==> config.mk <==
export PLATFORM = sky130hd
export DESIGN_NAME = sd_cmd_sender
export DESIGN_NICKNAME = d
export VERILOG_FILES = /design/src/rtl/sd_cmd_sender.sv
export SDC_FILE = /design/constraint.sdc
export NUM_CORES = 1
export LEC_CHECK = 0
export BUFFER_PORTS_ARGS = -buffer_cell sky130_fd_sc_hd__buf_2
export CAP_MARGIN = 0
export CELL_PAD_IN_SITES_DETAIL_PLACEMENT = 1
export CELL_PAD_IN_SITES_GLOBAL_PLACEMENT = 1
export CORE_MARGIN = 10
export CORE_UTILIZATION = 41
export CTS_CLUSTER_SIZE = 12
export DETAILED_ROUTE_END_ITERATION = 7
export PLACE_DENSITY_LB_ADDON = 0.1
export SYNTH_ARGS = -nofsm -noshare
export SYNTH_HDL_FRONTEND = slang
export SYNTH_SLANG_ARGS = --single-unit
==> constraint.sdc <==
create_clock -name clk -period 3.62 [get_ports clk]
set_input_delay 0.724 -clock clk [delete_from_list [all_inputs] [get_ports clk]]
set_output_delay 0.724 -clock clk [all_outputs]
set_load 0.05 [all_outputs]
==> src/rtl/sd_cmd_sender.sv <==
// SD CMD-line frame sender: latches index/argument, has the shared CRC7 engine
// compute the frame CRC, then serializes the 48-bit frame MSB-first on tick.
module sd_cmd_sender #(
    parameter int CRC_TIMEOUT = 64,
    parameter int TICK_CNT_W  = 6
) (
    input  logic        clk,
    input  logic        reset,
    input  logic        cmd_valid,
    input  logic [5:0]  cmd_index,
    input  logic [31:0] cmd_arg,
    output logic        cmd_ready,
    input  logic        tick,
    output logic        crc_load,
    output logic [39:0] crc_data,
    input  logic        crc_ready,
    input  logic [6:0]  crc,
    output logic        cmd_out,
    output logic        cmd_oe,
    output logic        done,
    output logic        crc_err
);

    typedef enum logic [2:0] {IDLE, LOAD, WAIT_CRC, SHIFT, DONE} state_t;

    localparam int                    TO_W       = $clog2(CRC_TIMEOUT + 1);
    // Giving up when the count would reach CRC_TIMEOUT-1 puts the crc_err
    // pulse exactly CRC_TIMEOUT cycles after the crc_load cycle.
    localparam logic [TO_W-1:0]       TO_LAST    = TO_W'(CRC_TIMEOUT - 2);
    localparam logic [TICK_CNT_W-1:0] LAST_SHIFT = TICK_CNT_W'(46);

    state_t                state;
    logic [TO_W-1:0]       to_cnt;
    logic [TICK_CNT_W-1:0] bit_cnt;
    logic [47:0]           shreg;

    always_ff @(posedge clk) begin
        if (reset) begin
            state     <= IDLE;
            cmd_ready <= 1'b1;
            crc_load  <= 1'b0;
            crc_data  <= '0;
            cmd_out   <= 1'b1;
            cmd_oe    <= 1'b0;
            done      <= 1'b0;
            crc_err   <= 1'b0;
            to_cnt    <= '0;
            bit_cnt   <= '0;
        end else begin
            done     <= 1'b0;
            crc_err  <= 1'b0;
            crc_load <= 1'b0;
            case (state)
                IDLE: begin
                    if (cmd_valid) begin
                        crc_data  <= {2'b01, cmd_index, cmd_arg};
                        cmd_ready <= 1'b0;
                        crc_load  <= 1'b1;
                        state     <= LOAD;
                    end
                end
                LOAD: begin
                    to_cnt <= '0;
                    state  <= WAIT_CRC;
                end
                WAIT_CRC: begin
                    if (crc_ready) begin
                        bit_cnt <= '0;
                        cmd_oe  <= 1'b1;
                        cmd_out <= shreg[47];
                        state   <= SHIFT;
                    end else if (to_cnt == TO_LAST) begin
                        crc_err   <= 1'b1;
                        cmd_ready <= 1'b1;
                        state     <= IDLE;
                    end else begin
                        to_cnt <= to_cnt + 1'b1;
                    end
                end
                SHIFT: begin
                    // After the 47th shift the end bit is on the line; DONE holds it one tick.
                    if (tick) begin
                        cmd_out <= shreg[46];
                        bit_cnt <= bit_cnt + 1'b1;
                        if (bit_cnt == LAST_SHIFT) begin
                            state <= DONE;
                        end
                    end
                end
                DONE: begin
                    if (tick) begin
                        cmd_oe    <= 1'b0;
                        cmd_out   <= 1'b1;
                        done      <= 1'b1;
                        cmd_ready <= 1'b1;
                        state     <= IDLE;
                    end
                end
                default: state <= IDLE;
            endcase
        end
    end

    // Frame shift register is pure data; the state register alone gates its updates.
    always_ff @(posedge clk) begin
        case (state)
            IDLE:     if (cmd_valid) shreg <= {2'b01, cmd_index, cmd_arg, 8'h00};
            WAIT_CRC: if (crc_ready) shreg[7:0] <= {crc, 1'b1};
            SHIFT:    if (tick) shreg <= {shreg[46:0], 1'b0};
            default:  ;
        endcase
    end

endmodule

==> summary.md <==
| Metric | Value |
|---|---|
| Synth Area in Compound Gates | 10.3% |
| Clock Skews | 0.0102 ns |
| Layout area overhead | 15.3% |
| Nets@finish | 639 |
| Commonest non-fill, non-tap cell in the layout | nand2_1 |
| Ports | 96 |
| CTS sink cnt | 109 |
| DIE AREA | 0.0158 mm² |
| Initial Util | 42.2% |
| Max-slew violations | 0 |
| Number of buffers added on ports | 94 |
| Post-CTS setup buffers | 0 |
| Critical path endpoint category | register |
| Post-Route WL | 11.9 mm |
| Worst Path Max Fanout | 40 |
| CP max stage delay | 0.56 ns |
| Syn_nets | 560 |
| Post-CTS Resized | 0 |
| Most frequent cells in the layout | nand2_1 (207), buf_2 (94), dfxtp_1 (61) |
| Netlist cell types | 52 |
| Critical path's top delay family | simple AND/OR/NAND/NOR gates |
| Antenna viol nets, final | 0 |
| Global route total overflow | 0 |
| Min-delay worst type | register to register |
| Worst vdd ir | 0.182 mV |
| RSZ-0062 raised after global routing | no |
| Vias in the first global route | 3863 |
| DP Wirelength | 8.50 mm |
| Mean Syn Cell Area | 9.08 µm² |
| First-pass GRT wire length | 19.5 mm |
| Slowest-stage cell, CP | dfxtp_1 |
| Final setup viols | 0 |
| Post-synth EDFFs | 48 |
| CP required | 3.63 ns |
| Max-Slew Margin vs Limit | 39.8% |
| Core area | 0.0109 mm² |
| Worst setup SP type | register |
| CP cell instances | or3b_1 > or2_1 > nand2_2 > buf_4 |
| Post-synthesis xor/xnor area fraction | 0.762% |
| DRT iter0 DRCs | 226 |
| Skew-Pair Late Insertion Delay | 0.37 ns |
| Residual DRC | 0 |
| H-Tree Depth | 3 |
| #FFs+latches synth | 109 |
| Initial antenna violation count | 0 |
| TritonCTS buffer count | 9 |
| Rows | 38 |
| CTS tree | done |
| Via count | 3704 |
| Status | complete, no violations |
| Async SR Flop Fraction | 0% |
| Adder-cell area share of the yosys netlist | 1.09% |
| Max-cap check violation count | 0 |
| Die Wd | 126 µm |
| Crit path DAT | 2.26 ns |
| Simple-Gate Fraction of Synth Area | 25.5% |
| Die height | 126 µm |
| Yosys warns | 0 |
| Post-Route Setup TNS | 0 ns |
| Synth Instances | 506 |
| Largest family of logic cells by synthesized area | simple AND/OR/NAND/NOR gates |
| GP Congestion | 0.778 |
| Cell area after technology mapping | 0.00460 mm² |
| Final core occ | 48.7% |
| Register area | 0.00266 mm² |
| Post-CTS Hold Buffers | 0 |
| F_max | 444 MHz |
| Diodes inserted | 0 |
| Seq/Total Area, Yosys | 57.9% |
| Post-route minimum period | 2.25 ns |
| Largest net degree at the start of global routing | 49 |
| Area occupied by multi-input gates | 0.00178 mm² |
| Critical path type | register to register |
| Post-route cell area | 0.00530 mm² |
| Final Hold Fails | 0 |
| Gr usage total | 14.9% |
| Clock transition at the registers of the reported paths | 0.10 ns |
| Mean number of vias per cell | 5.07 |
| Buffer and inverter count on the worst path | 1 |
| Total power | 2.50 mW |
| Wirelength per Cell | 16.3 µm |
| Period Utilization, post-route | 62.3% |
| Placed cell areas | 0.00514 mm² |
| Static leakage | 2.24 nW |
| CTS max path bufs | 2 |
| CTS root buf | clkbuf_8 |
| Hold slack | 0.457 ns |
| Slew @ Worst Pin | 0.901 ns |
| Power Dens Cells | 472 mW/mm² |
| Drt first pass iters | 4 |
| Mux cell area share after synthesis | 0.871% |
| Fillers | 1304 |
| Top_reg_cell synth | dfxtp_1 |
| Layout cells sized above 1 | 19.8% |
[per-stage QoR]
step / instances / setup slack (ns)
final: 730 / 1.37
after floorplan: 506 / 0.722
after global placement: 714 / 1.23
after global routing: 730 / 1.13
after detailed placement: 714 / 1.17
after CTS: 730 / 1.36
[tightest hold or removal path: cells and delay by family, from the launching register on]
| kind | cells | cell delay [ns] |
|---|---|---|
| flops | 1 | 0.32 |
| simple gates | 1 | 0.05 |
| compound gates | 1 | 0.05 |
[path summary, 6_finish.rpt]
check / start / end / slack [ns] / cells after the start
worst max-delay path: state[0]$_SDFFE_PP0P_ / shreg[41]$_DFFE_PP_ / 1.37 / 4
worst min-delay path: crc_data[4]$_SDFFE_PP0P_ / crc_data[4]$_SDFFE_PP0P_ / 0.46 / 2
worst max register to register: state[0]$_SDFFE_PP0P_ / shreg[41]$_DFFE_PP_ / 1.37 / 4
worst min register to register: crc_data[4]$_SDFFE_PP0P_ / crc_data[4]$_SDFFE_PP0P_ / 0.46 / 2
[area by class of cell]
cell class                 count  area share, %
clock buffer                  14           2.69
clock inverter                 2          0.213
inverter                       4          0.283
multi-input combinational    362           33.7
sequential                   109           50.2
tap                          140           3.31
timing repair buffer          99           9.59
[registers in the layout (all words and copies together), names as in the netlist]
signal	flops
crc_load	1
cmd_oe	1
done	1
to_cnt	7
cmd_out	1
crc_data	39
cmd_ready	1
state	3
bit_cnt	6
crc_err	1
shreg	48
[Yosys cell counts, types with 2 or more instances]
cell | instances | area share, %
nand2_1 | 208 | 17
dfxtp_1 | 61 | 27
edfxtp_1 | 48 | 31
a21oi_1 | 45 | 4.9
nor2_1 | 16 | 1.3
clkbuf_1 | 13 | 1.1
buf_2 | 11 | 1.2
o21ai_0 | 9 | 0.98
a22o_1 | 7 | 1.3
nand2b_1 | 6 | 0.82
nand3_1 | 6 | 0.65
buf_4 | 4 | 0.65
ha_1 | 4 | 1.1
inv_1 | 4 | 0.33
mux2i_1 | 4 | 0.87
nor2b_1 | 4 | 0.54
or3_1 | 4 | 0.54
a31oi_1 | 3 | 0.41
buf_1 | 3 | 0.25
nor3_1 | 3 | 0.33
or3b_1 | 3 | 0.57
a211oi_1 | 2 | 0.33
and4b_1 | 2 | 0.44
nand4_1 | 2 | 0.27
nand4bb_1 | 2 | 0.49
nor4_1 | 2 | 0.27
o2111ai_1 | 2 | 0.38
o21ai_1 | 2 | 0.22
xnor2_1 | 2 | 0.38
xor2_1 | 2 | 0.38
[where the power goes]
part / internal [mW] / total (mW) / switching [mW] / leakage (nW)
Combinational: 0.109 / 0.416 / 0.307 / 1.22
Clock: 0.251 / 0.650 / 0.400 / 0.0723
Sequential: 1.39 / 1.43 / 0.0438 / 0.957
Total: 1.75 / 2.50 / 0.750 / 2.24
[cells by family (layout without fill, tap and decap cells)]
group                    after synthesis  after routing
AND/OR/NAND/NOR                      270            270
other                                  1              1
XOR/XNOR                               4              4
flip-flops                           109            109
multiplexers                           4              4
adder cells (fa/ha/maj)                4              4
buffers and inverters                 35            119
AO/OA/AOI/OAI                         79             79
[routing by layer]
layer / part of all wire [%] / up-vias / wire, µm / track usage, %
met2: 48 / 69 / 5720 / 24.7
li1: - / 1856 / - / -
met5: 0 / - / 0 / 0
met1: 47 / 1770 / 5540 / 18.4
met3: 4.5 / 9 / 531 / 3.73
met4: 1.0 / 0 / 121 / 5.16
No activity file was read; power rests on OpenSTA's default activity.
